$ cat config.mk
export PLATFORM = sky130hd
export DESIGN_NAME = pwm_capture
export DESIGN_NICKNAME = d
export VERILOG_FILES = /design/src/rtl/pwm_capture.sv
export SDC_FILE = /design/constraint.sdc
export NUM_CORES = 1
export LEC_CHECK = 0
export CAP_MARGIN = 40
export CORE_MARGIN = 5
export CORE_UTILIZATION = 30
export DETAILED_ROUTE_END_ITERATION = 12
export GPL_TIMING_DRIVEN = 0
export PLACE_DENSITY = 0.44
export SLEW_MARGIN = 20
export SYNTH_ARGS = -nofsm -noshare
export SYNTH_HDL_FRONTEND = slang
export SYNTH_SLANG_ARGS = --single-unit
$ cat constraint.sdc
create_clock -name clock -period 9.7 [get_ports clock]
set_input_delay 1.94 -clock clock [delete_from_list [all_inputs] [get_ports clock]]
set_output_delay 1.94 -clock clock [all_outputs]
set_load 0.01 [all_outputs]
$ cat src/rtl/pwm_capture.sv
// pwm_capture: measures high time, period and 12-bit duty ratio of a PWM input.
// Results publish after a 12-step restoring divide; loss of edges sets signal_lost.
`timescale 1ns/1ps
module pwm_capture #(
    parameter int CNT_WIDTH = 16,
    parameter int TIMEOUT   = 50000
) (
    input  logic                 clock,
    input  logic                 reset,
    input  logic                 capture_enable,
    input  logic                 pwm_in,
    output logic [CNT_WIDTH-1:0] high_count,
    output logic [CNT_WIDTH-1:0] period_count,
    output logic [11:0]          duty_ratio,
    output logic                 sample_valid,
    output logic                 signal_lost
);

    localparam logic [CNT_WIDTH-1:0] TMO     = CNT_WIDTH'(TIMEOUT);
    localparam logic [CNT_WIDTH-1:0] CNT_MAX = '1;
    localparam logic [CNT_WIDTH-1:0] ONE     = CNT_WIDTH'(1);

    typedef enum logic [1:0] {
        IDLE,
        HIGH,
        LOW
    } state_t;

    state_t               state_q, state_d;
    logic [CNT_WIDTH-1:0] cnt_q, cnt_d;
    logic [CNT_WIDTH-1:0] hi_q, hi_d;
    logic                 pwm_sync1, pwm_s, pwm_d;
    logic                 rise, fall;
    logic                 start, timeout;
    logic [CNT_WIDTH-1:0] cnt_inc;

    logic                 busy;
    logic [3:0]           step;
    logic [CNT_WIDTH-1:0] rem_q, den_q, num_q;
    logic [11:0]          quo_q;
    logic                 sat_q;
    logic [CNT_WIDTH:0]   sh, sub;
    logic                 ge;
    logic [CNT_WIDTH-1:0] rem_n;
    logic [11:0]          quo_n;
    logic                 last_step;

    assign rise    = pwm_s & ~pwm_d;
    assign fall    = ~pwm_s & pwm_d;
    assign cnt_inc = (cnt_q == CNT_MAX) ? cnt_q : cnt_q + ONE;

    // Two-flop synchronizer plus one delay flop for edge detection
    always_ff @(posedge clock or posedge reset) begin
        if (reset) begin
            pwm_sync1 <= 1'b0;
            pwm_s     <= 1'b0;
            pwm_d     <= 1'b0;
        end else begin
            pwm_sync1 <= pwm_in;
            pwm_s     <= pwm_sync1;
            pwm_d     <= pwm_s;
        end
    end

    // Capture FSM state, shared counter and latched high time
    always_ff @(posedge clock or posedge reset) begin
        if (reset) begin
            state_q <= IDLE;
            cnt_q   <= '0;
            hi_q    <= '0;
        end else begin
            state_q <= state_d;
            cnt_q   <= cnt_d;
            hi_q    <= hi_d;
        end
    end

    // Next state: edges take priority over timeout so an exact-TIMEOUT period still measures
    always_comb begin
        state_d = state_q;
        cnt_d   = cnt_q;
        hi_d    = hi_q;
        start   = 1'b0;
        timeout = 1'b0;
        if (!capture_enable) begin
            state_d = IDLE;
            cnt_d   = '0;
        end else begin
            unique case (state_q)
                IDLE: begin
                    if (rise) begin
                        state_d = HIGH;
                        cnt_d   = ONE;
                    end
                end
                HIGH: begin
                    if (fall) begin
                        hi_d    = cnt_q;
                        state_d = LOW;
                        cnt_d   = cnt_inc;
                    end else if (cnt_q == TMO) begin
                        timeout = 1'b1;
                        state_d = IDLE;
                    end else begin
                        cnt_d = cnt_inc;
                    end
                end
                LOW: begin
                    if (rise) begin
                        start   = ~busy;
                        state_d = HIGH;
                        cnt_d   = ONE;
                    end else if (cnt_q == TMO) begin
                        timeout = 1'b1;
                        state_d = IDLE;
                    end else begin
                        cnt_d = cnt_inc;
                    end
                end
                default: state_d = IDLE;
            endcase
        end
    end

    assign sh        = {rem_q, 1'b0};
    assign sub       = sh - {1'b0, den_q};
    assign ge        = (sh >= {1'b0, den_q});
    assign rem_n     = ge ? sub[CNT_WIDTH-1:0] : sh[CNT_WIDTH-1:0];
    assign quo_n     = {quo_q[10:0], ge};
    assign last_step = (step == 4'd11);

    // Restoring divider: hi*4096/period, one quotient bit per cycle, then publish
    always_ff @(posedge clock or posedge reset) begin
        if (reset) begin
            busy         <= 1'b0;
            step         <= '0;
            rem_q        <= '0;
            den_q        <= '0;
            num_q        <= '0;
            quo_q        <= '0;
            sat_q        <= 1'b0;
            high_count   <= '0;
            period_count <= '0;
            duty_ratio   <= '0;
            sample_valid <= 1'b0;
        end else if (!capture_enable) begin
            busy         <= 1'b0;
            sample_valid <= 1'b0;
        end else begin
            sample_valid <= 1'b0;
            if (start) begin
                busy  <= 1'b1;
                step  <= '0;
                rem_q <= hi_q;
                den_q <= cnt_q;
                num_q <= hi_q;
                quo_q <= '0;
                sat_q <= (hi_q >= cnt_q);
            end else if (busy) begin
                rem_q <= rem_n;
                quo_q <= quo_n;
                step  <= step + 4'd1;
                if (last_step) begin
                    busy         <= 1'b0;
                    high_count   <= num_q;
                    period_count <= den_q;
                    duty_ratio   <= sat_q ? 12'd4095 : quo_n;
                    sample_valid <= 1'b1;
                end
            end
        end
    end

    // Loss flag: timeout wins over a same-cycle publish, which otherwise clears it
    always_ff @(posedge clock or posedge reset) begin
        if (reset) begin
            signal_lost <= 1'b0;
        end else if (!capture_enable) begin
            signal_lost <= 1'b0;
        end else if (timeout) begin
            signal_lost <= 1'b1;
        end else if (busy && last_step) begin
            signal_lost <= 1'b0;
        end
    end

endmodule

# [Word-level counts from Yosys, hierarchy flattened]
# Index checks and enable logic that the tools add are counted.
# W data, S select, Z words.
[classes] add_sub_neg=3 order_cmp=2 eq_ne=8 n_mux=40 n_bitwise=6 reduce_logical=8
[ops] op="$mux W16" n=9
[ops] op="$pmux W16 S3" n=1
[ops] op="$eq A16 B16 Y1 const B" n=2
[ops] op="$mux W11" n=2
[ops] op="$mux W1" n=18
[ops] op="$ge A17 B16 Y1" n=1
[ops] op="$add A16 B1 Y16 const B" n=1
[ops] op="$ge A16 B16 Y1" n=1
[ops] op="$sub A16 B16 Y16" n=1
[ops] op="$mux W12" n=1
[ops] op="$mux W2" n=5
[ops] op="$mux W4" n=2
[ops] op="$pmux W2 S3" n=1
[ops] op="$reduce_and A2 Y1" n=3
[ops] op="$add A4 B1 Y4 const B" n=1
[ops] op="$eq A4 B4 Y1 const B" n=1
[ops] op="$ne A4 B1 Y1 const B" n=1
[ops] op="$not A1 Y1" n=4
[ops] op="$reduce_and A4 Y1" n=1
[ops] op="$ne A3 B1 Y1 const B" n=1
[ops] op="$ne A3 B3 Y1 const B" n=1
[ops] op="$reduce_and A3 Y1" n=1
[ops] op="$and A1 B1 Y1" n=2
[ops] op="$eq A2 B1 Y1 const B" n=1
[ops] op="5 further kinds" n=5
[word_totals] regBits=148 output_inout_bits=46 wordCells=85

# [Logic depth before layout (Yosys ltp)]
# Gate-level depths: netlist of the first run.
[logic_depth] depth_word=7 depth_mapped=11 ltp_nobuf=9

# [Least setup slack after synthesis of the first run]
# Ideal clock, no wire load.
[synth_path] kind="input -> register" startpoint="in capture_enable" endpoint="reg sat_q" setup_ns=0.082 arrival_ns=3.320 required_time_ns=9.618 slack_ns=6.298 cell_stages=7 n_path_buf=2 cell_sequence="buf_2 nand4b_1 or2_2 clkbuf_1 a211o_1 o21a_1 a31oi_1"
[synth_via] elab_chain_len=2
[synth_rtl] element="from (decl)" line="10" text="input logic capture_enable,"
[synth_rtl] element="$mux W1" line="85" text="if (!capture_enable) begin"
[synth_rtl] element="$reduce_and A2 Y1 (no line) (*)"
[synth_rtl] element="to (signal assigned)" line="158" text="sat_q <= (hi_q >= cnt_q);"
[synth_rtl] element="to (decl)" line="41" text="logic sat_q;"
# Every way passes the cells marked *; elsewhere a longest branch is shown, timed or not.
# A chain may end at the register's enable or synchronous reset.

# [Worst setup path in the final report of the first run]
[layout_path] startpoint="in capture_enable" endpoint="reg rem_q[13]"
[layout_via] elab_chain_len=3 elab_cells_between_ends=4 cone_classes="mux: 2; reduce/logical: 2"
[layout_rtl] element="$mux W1" line="85"
[layout_rtl] element="$reduce_bool A2 Y1 (no line)"
[layout_rtl] element="$reduce_and A2 Y1 (no line)"
[layout_rtl] element="to (signal assigned)" line="154" text="rem_q <= hi_q;"
[layout_rtl] element="to (signal assigned)" line="160" text="rem_q <= rem_n;"
[layout_rtl] element="to (decl)" line="39" text="logic [CNT_WIDTH-1:0] rem_q, den_q, num_q;"
# Parallel ways exist; a longest one is shown, timed or not.

==> out/qor.csv, run 1 <==
stage,metric,value,unit
grt,grt_pass1_wl,35400,um
detailed_routing,dr_wl_met3,608,um
detailed_routing,wl_met1,10800,um
timing,whs,0.359,ns
clocking,clk_latency,0.42,ns
power_and_ir_drop,peakVddDrop,0.0814,mV
critical_path,crit_arrival,3.87,ns
placed_design,port_buffers,48,
timing,setup_viol,0,
synth,yosys-top-cells-area,"dfrtp_1, nand2_1, ha_1",
clocking,cts_tree,yes,
floorplan,rows,58,
clocking,clkTransAtPathRegs,0.07,ns
synth,yosysTopAreaCell,dfrtp_1,
critical_path,crit_slowest_cell,or2_2,
detailed_routing,drtAntennaViolNets,0,
grt,grt_pass1_vias,5989,
final_layout,design_area,9040,um^2
floorplan,die_h,169,um
run_status,status,finished clean,
detailed_routing,viasPerCell,5.02,
detailed_routing,drt-total-wl,22100,um
clocking,cts_inserted_buffers,17,
floorplan,io_pins,50,
clocking,ctsHoldBuffers,0,
final_layout,final_cell_mix,"dfrtp_1, nand2_1, o21ai_0",
power_and_ir_drop,comb_power_share,4.3,%
hold_path,hp-class,reg2reg,
timing,grt_setup_unrepaired,false,
synth,synthArstFlopShare,100,%
final_layout,fillers,2610,
placed_design,dp.final_hpwl,16100,um
floorplan,die_w,169,um
final_layout,area_delta_synth_final,19.9,%
power_and_ir_drop,power.internal,979,uW
synth,syn_inst,792,
timing,period_share,37.1,%
detailed_routing,drc,0,
power_and_ir_drop,powerDensity,146,nW/um^2
power_and_ir_drop,swShare,26.0,%
run,max-cap-violations,0,
placed_design,dp_slack,5.49,ns
synth,synth_warnings,0,
timing,fmax,278,MHz
synth,syn_avg_cell_area,9.52,um^2
grt,grt_max_degree,98,
detailed_routing,vias,6043,
synth,syn_area,7540,um^2
timing,drv_slew,0,
final_layout,diodes,0,
detailed_routing,drt_iter0_markers,419,
synth,ys_types,65,
critical_path,crit_path_end_kind,flip-flop,
critical_path,start_kind,input port,
final_layout,nNetsFinal,905,
critical_path,cp.required,9.97,ns
synth,syn_nets,836,
final_layout,drive_gt1_share,7.89,%
placed_design,placed_area,8470,um^2
critical_path,crit_path_frequent_cell,clkbuf_1,
timing,setup_tns,0,ns
floorplan,die-area,28400,um^2
power_and_ir_drop,p_clk_share,48.3,%
power_and_ir_drop,total_power,1320,uW
timing,fin_ws,6.10,ns
detailed_routing,routed.top_layer,met4,
critical_path,crit_buf_inv,3,
timing,min_period,3.60,ns
critical_path,worstPathCellList,buf_2 > nand4b_1 > or2_2 > clkbuf_1 > clkbuf_1 > o22ai_1 > a21oi_1,
critical_path,critPathTopFamily,simple AND/OR/NAND/NOR gates,
clocking,post_cts_buffers,0,
detailed_routing,wl_per_cell,18.3,um
critical_path,critical_path_class,in2reg,
synth,synth_top_area_share,49.1,%
timing,slew_headroom,43.0,%
clocking,cts_resized,0,
critical_path,cpPeakStageDelay,0.40,ns
floorplan,start_util,30.2,%
synth,ys_seq_area_share,49.1,%
clocking,cts_sinks,148,
synth,synth_edf_count,0,
power_and_ir_drop,seq_power_share,47.4,%
grt,gr-total-overflow,0,
clocking,cts_root_buf,clkbuf_16,
grt,grt_util_all_layers,15.8,%
power_and_ir_drop,switching_power,344,uW
synth,synthFlopType,dfrtp_1,
placed_design,gp_congestion,0.823,
grt,antenna_found_initial,0,
detailed_routing,met2WireLength,10300,um
clocking,clk_path_buf_depth,2,
critical_path,critPathMaxFanout,10,
timing,finClkSkew,0.00811,ns
final_layout,final_common_cell,dfrtp_1,
clocking,h-tree-depth,4,
detailed_routing,drt_first_pass_iters,5,
floorplan,coreArea,25000,um^2
timing,worstMarginPinSlew,0.855,ns
timing,finalHoldViolations,0,
power_and_ir_drop,cellLeakagePower,0.00410,uW
synth,synth-seq-cells,148,
-- worst paths after layout --
path / from / slack [ns] / end / cells after the start
worst max-delay path: capture_enable / 6.10 / rem_q[13]$_DFFE_PP0P_ / 7
worst min-delay path: pwm_sync1$_DFF_PP0_ / 0.36 / pwm_s$_DFF_PP0_ / 0
worst max register to register: rem_q[10]$_DFFE_PP0P_ / 6.91 / rem_q[13]$_DFFE_PP0P_ / 8
worst min register to register: pwm_sync1$_DFF_PP0_ / 0.36 / pwm_s$_DFF_PP0_ / 0
max in group asynchronous: reset / 6.93 / period_count[3]$_DFFE_PP0P_ / 3
min in group asynchronous: reset / 1.91 / high_count[3]$_DFFE_PP0P_ / 2
-- routing by layer --
| metal | GRT usage, % | up-vias |
|---|---|---|
| met1 | 22.4 | 2980 |
| li1 | - | 2941 |
| met5 | 0 | - |
| met4 | 4.23 | 0 |
| met3 | 2.20 | 21 |
| met2 | 25.4 | 101 |
-- final cells by class --
type                            instances  area [um^2]  share of cell area (%)
Tap cell                              330          413                    4.57
Inverter                               48          188                    2.08
Buffer                                 38          165                    1.83
Clock inverter                         15          138                    1.52
Sequential cell                       148         3700                    41.0
Timing Repair Buffer                   50          515                    5.70
Multi-Input combinational cell        558         3490                    38.6
Clock buffer                           17          425                    4.71
-- cell families after synthesis --
kind of cell	Yosys count	share of synthesized area, %
buffers and inverters	86	4.58
XOR/XNOR	13	1.51
adder cells (fa/ha/maj)	40	6.74
AND/OR/NAND/NOR	251	15.2
flip-flops	148	49.1
multiplexers	23	3.38
AO/OA/AOI/OAI	231	19.5
-- registers in the layout, summed over array words and instances (netlist names), 2 cells and up --
name	cells
step	4
den_q	16
state_q	2
duty_ratio	12
period_count	16
cnt_q	16
num_q	16
rem_q	16
hi_q	16
high_count	16
quo_q	11
-- through the flow --
| stage | std cells | util, % |
|---|---|---|
| 4_1_cts | 1203 | 36.2 |
| 3_3_place_gp | 1170 | 33.8 |
| 6_report | 1204 | 36.2 |
| 3_5_place_dp | 1171 | 33.9 |
| 2_1_floorplan | 792 | - |
| 5_1_grt | 1204 | 36.2 |
-- synth_stat cells (7+ instances only) --
library cell,count
dfrtp_1,148
nand2_1,144
o21ai_0,84
inv_1,48
ha_1,39
a21oi_1,38
clkbuf_1,32
nor2_1,31
mux2_2,16
a22o_1,14
a31oi_1,14
nand4_1,11
a21o_1,10
nand2b_1,10
o22ai_1,9
xnor2_1,9
nor2b_1,8
nor3_1,8
o21a_1,7
-- power by group through the flow --
| stage | Combinational, uW | Sequential (uW) | Clock [uW] |
|---|---|---|---|
| floorplan | 39.5 | 637 | 0 |
| global placement | 55.4 | 640 | 0 |
| detailed placement | 57.2 | 640 | 0 |
| CTS | 57.6 | 628 | 657 |
| global route | 64.5 | 628 | 680 |
| finish | 56.4 | 628 | 639 |
(Power assumes the default switching activity.)
==> run 2, diff against run 1 <==
- PLACE_DENSITY: 0.44 -> 0.46
- clock period: 9.7 -> 2.9 ns (I/O delays scaled with it)
==> run 2 against run 1 <==
Clock power grew to 3.6 times the previous value; routed wire length shrank 1.3%; design area grew 1.6%.
==> out/qor.csv, run 2 (synthesis results as in run 1) <==
stage,metric,value,unit,change
power_and_ir_drop,peakVddDrop,0.335,mV,+310%
detailed_routing,drt_iter0_markers,383,,-8.6%
clocking,clk_path_buf_depth,2,,unchanged
final_layout,area_delta_synth_final,21.8,%,
final_layout,fin_cells,1207,,+0.25%
critical_path,path_depth,10,,+3
critical_path,worstPathCellList,ha_1 > nand3_2 > a21oi_2 > nor4_2 > or3_1 > buf_6 > a31oi_4 > buf_4 > nand2_1 > o211ai_1,,
final_layout,drive_gt1_share,8.78,%,+0.89 points
floorplan,coreArea,25000,um^2,unchanged
floorplan,start_util,30.2,%,unchanged
power_and_ir_drop,powerDensity,504,nW/um^2,+240%
critical_path,reg2regPathDepth,10,,+2
detailed_routing,viasPerCell,4.97,,-0.93%
grt,grt_pass1_wl,35900,um,+1.7%
timing,fmax,372,MHz,
clocking,cts_tree,yes,,
detailed_routing,vias,6002,,-0.68%
floorplan,rows,58,,unchanged
power_and_ir_drop,cellLeakagePower,0.00416,uW,+1.5%
detailed_routing,drt_first_pass_iters,5,,unchanged
critical_path,crit_arrival,3.04,ns,-0.83 ns
detailed_routing,drt-total-wl,21800,um,-1.3%
timing,worstMarginPinSlew,0.797,ns,-0.0572 ns
floorplan,die_h,169,um,unchanged
clocking,clk_latency,0.43,ns,about the same
clocking,ctsHoldBuffers,0,,unchanged
detailed_routing,wl_per_cell,18.1,um,-1.5%
grt,grt_max_degree,33,,-66%
timing,finClkSkew,0.00971,ns,+0.00160 ns
clocking,h-tree-depth,4,,unchanged
power_and_ir_drop,total_power,4630,uW,+250%
timing,min_period,2.69,ns,
critical_path,crit_path_end_kind,flip-flop,,
timing,finalHoldViolations,0,,unchanged
clocking,cts_sinks,148,,unchanged
critical_path,cpPeakStageDelay,0.42,ns,+0.02 ns
final_layout,fillers,2540,,-2.7%
final_layout,nNetsFinal,908,,+0.33%
hold_path,hp-class,reg2reg,,
hold_path,holdPathStages,0,,unchanged
final_layout,diodes,0,,unchanged
timing,whs,0.350,ns,-0.00866 ns
floorplan,die-area,28400,um^2,unchanged
placed_design,gp_congestion,0.830,,+0.89%
critical_path,cp.required,3.25,ns,-6.72 ns
timing,drv_slew,0,,unchanged
critical_path,crit_slowest_cell,dfrtp_1,,
run_status,status,finished clean,,
clocking,cts_inserted_buffers,17,,unchanged
timing,slew_headroom,46.6,%,+3.6 points
detailed_routing,drtAntennaViolNets,0,,unchanged
final_layout,register_area,3700,um^2,unchanged
critical_path,critPathTopFamily,simple AND/OR/NAND/NOR gates,,
timing,setup_tns,0,ns,unchanged
clocking,clkTransAtPathRegs,0.07,ns,about the same
critical_path,critical_path_class,reg2reg,,
detailed_routing,drc,0,,unchanged
critical_path,crit_buf_inv,2,,-1
placed_design,dp_cells,1175,,+0.34%
placed_design,dp.final_hpwl,16400,um,+1.7%
placed_design,port_buffers,48,,unchanged
timing,grt_setup_unrepaired,false,,
grt,antenna_found_initial,0,,unchanged
grt,gr-total-overflow,0,,unchanged
critical_path,start_kind,flip-flop,,
final_layout,multiInputGateArea,3520,um^2,+0.79%
critical_path,critPathMaxFanout,10,,unchanged
final_layout,final_common_cell,dfrtp_1,,
timing,period_share,92.8,%,
clocking,cts_root_buf,clkbuf_16,,
run,max-cap-violations,0,,unchanged
final_layout,final_cell_mix,"dfrtp_1, nand2_1, o21ai_0",,
timing,setup_viol,0,,unchanged
floorplan,io_pins,50,,unchanged
grt,grt_util_all_layers,16.0,%,+0.27 points
floorplan,die_w,169,um,unchanged
grt,grt_pass1_vias,6293,,+5.1%
-- run 2: changes by cell type in the layout (fill, tap and decap cells not counted), moves of 2 or more --
| cell | previous run | this run |
|---|---|---|
| bufinv_16 | 0 | 2 |
| a21oi_1 | 38 | 36 |
| inv_8 | 3 | 0 |
| buf_12 | 0 | 4 |
| clkbuf_8 | 0 | 2 |
| a21oi_2 | 1 | 3 |
-- run 2: per-layer routing --
metal | vias to the layer above | part of all wire [%] | GRT usage (%)
li1 | 2952 | - | -
met1 | 2951 | 48 | 22.1
met2 | 79 | 48 | 26.2
met3 | 20 | 2.9 | 3.41
met4 | 0 | 0.97 | 3.49
met5 | - | 0 | 0
-- run 2: worst register-to-register path, delay by kind of cell (launching register included) --
kind	cells	cell delay, ns
simple gates	4	0.72
compound gates	3	0.68
flops	1	0.42
buf+inv	2	0.39
fa+ha+maj	1	0.40
-- run 2: timing repair --
action,CTS,global route
buffers inserted,0,0
gates resized for setup,0,7
setup endpoints to repair,0,17
-- run 2: layout make-up --
cell class	count	area share [%]
Buffer	38	1.81
Inverter	48	2.00
Multi-Input combinational cell	558	38.3
Timing Repair Buffer	53	6.40
Clock buffer	19	4.93
Sequential cell	148	40.3
Tap cell	330	4.49
Clock inverter	13	1.74
-- run 2: final timing paths --
check | startpoint | end | slack [ns]
setup / recovery | rem_q[2]$_DFFE_PP0P_ | rem_q[7]$_DFFE_PP0P_ | 0.21
hold / removal | pwm_sync1$_DFF_PP0_ | pwm_s$_DFF_PP0_ | 0.35
max in group asynchronous | reset | den_q[7]$_DFFE_PP0P_ | 1.41
min in group asynchronous | reset | high_count[14]$_DFFE_PP0P_ | 0.51
setup reg to reg | rem_q[2]$_DFFE_PP0P_ | rem_q[7]$_DFFE_PP0P_ | 0.21
hold reg to reg | pwm_sync1$_DFF_PP0_ | pwm_s$_DFF_PP0_ | 0.35
-- run 2: power by group --
part | switching [uW] | internal, uW | leakage, uW
Combinational | 129 | 70.9 | 0.00188
Clock | 990 | 1340 | 0.000303
Sequential | 16.6 | 2080 | 0.00198
Total | 1140 | 3500 | 0.00416
-- run 2: metrics by stage --
step           instance area [um^2]  setup WS [ns]  utilization (%)
4_1_cts                        9160         0.0990             36.7
3_3_place_gp                   8440          -1.07             33.8
2_1_floorplan                  7540          0.459                -
5_1_grt                        9190        0.00907             36.8
6_report                       9190          0.210             36.8
3_5_place_dp                   8550         0.0486             34.2
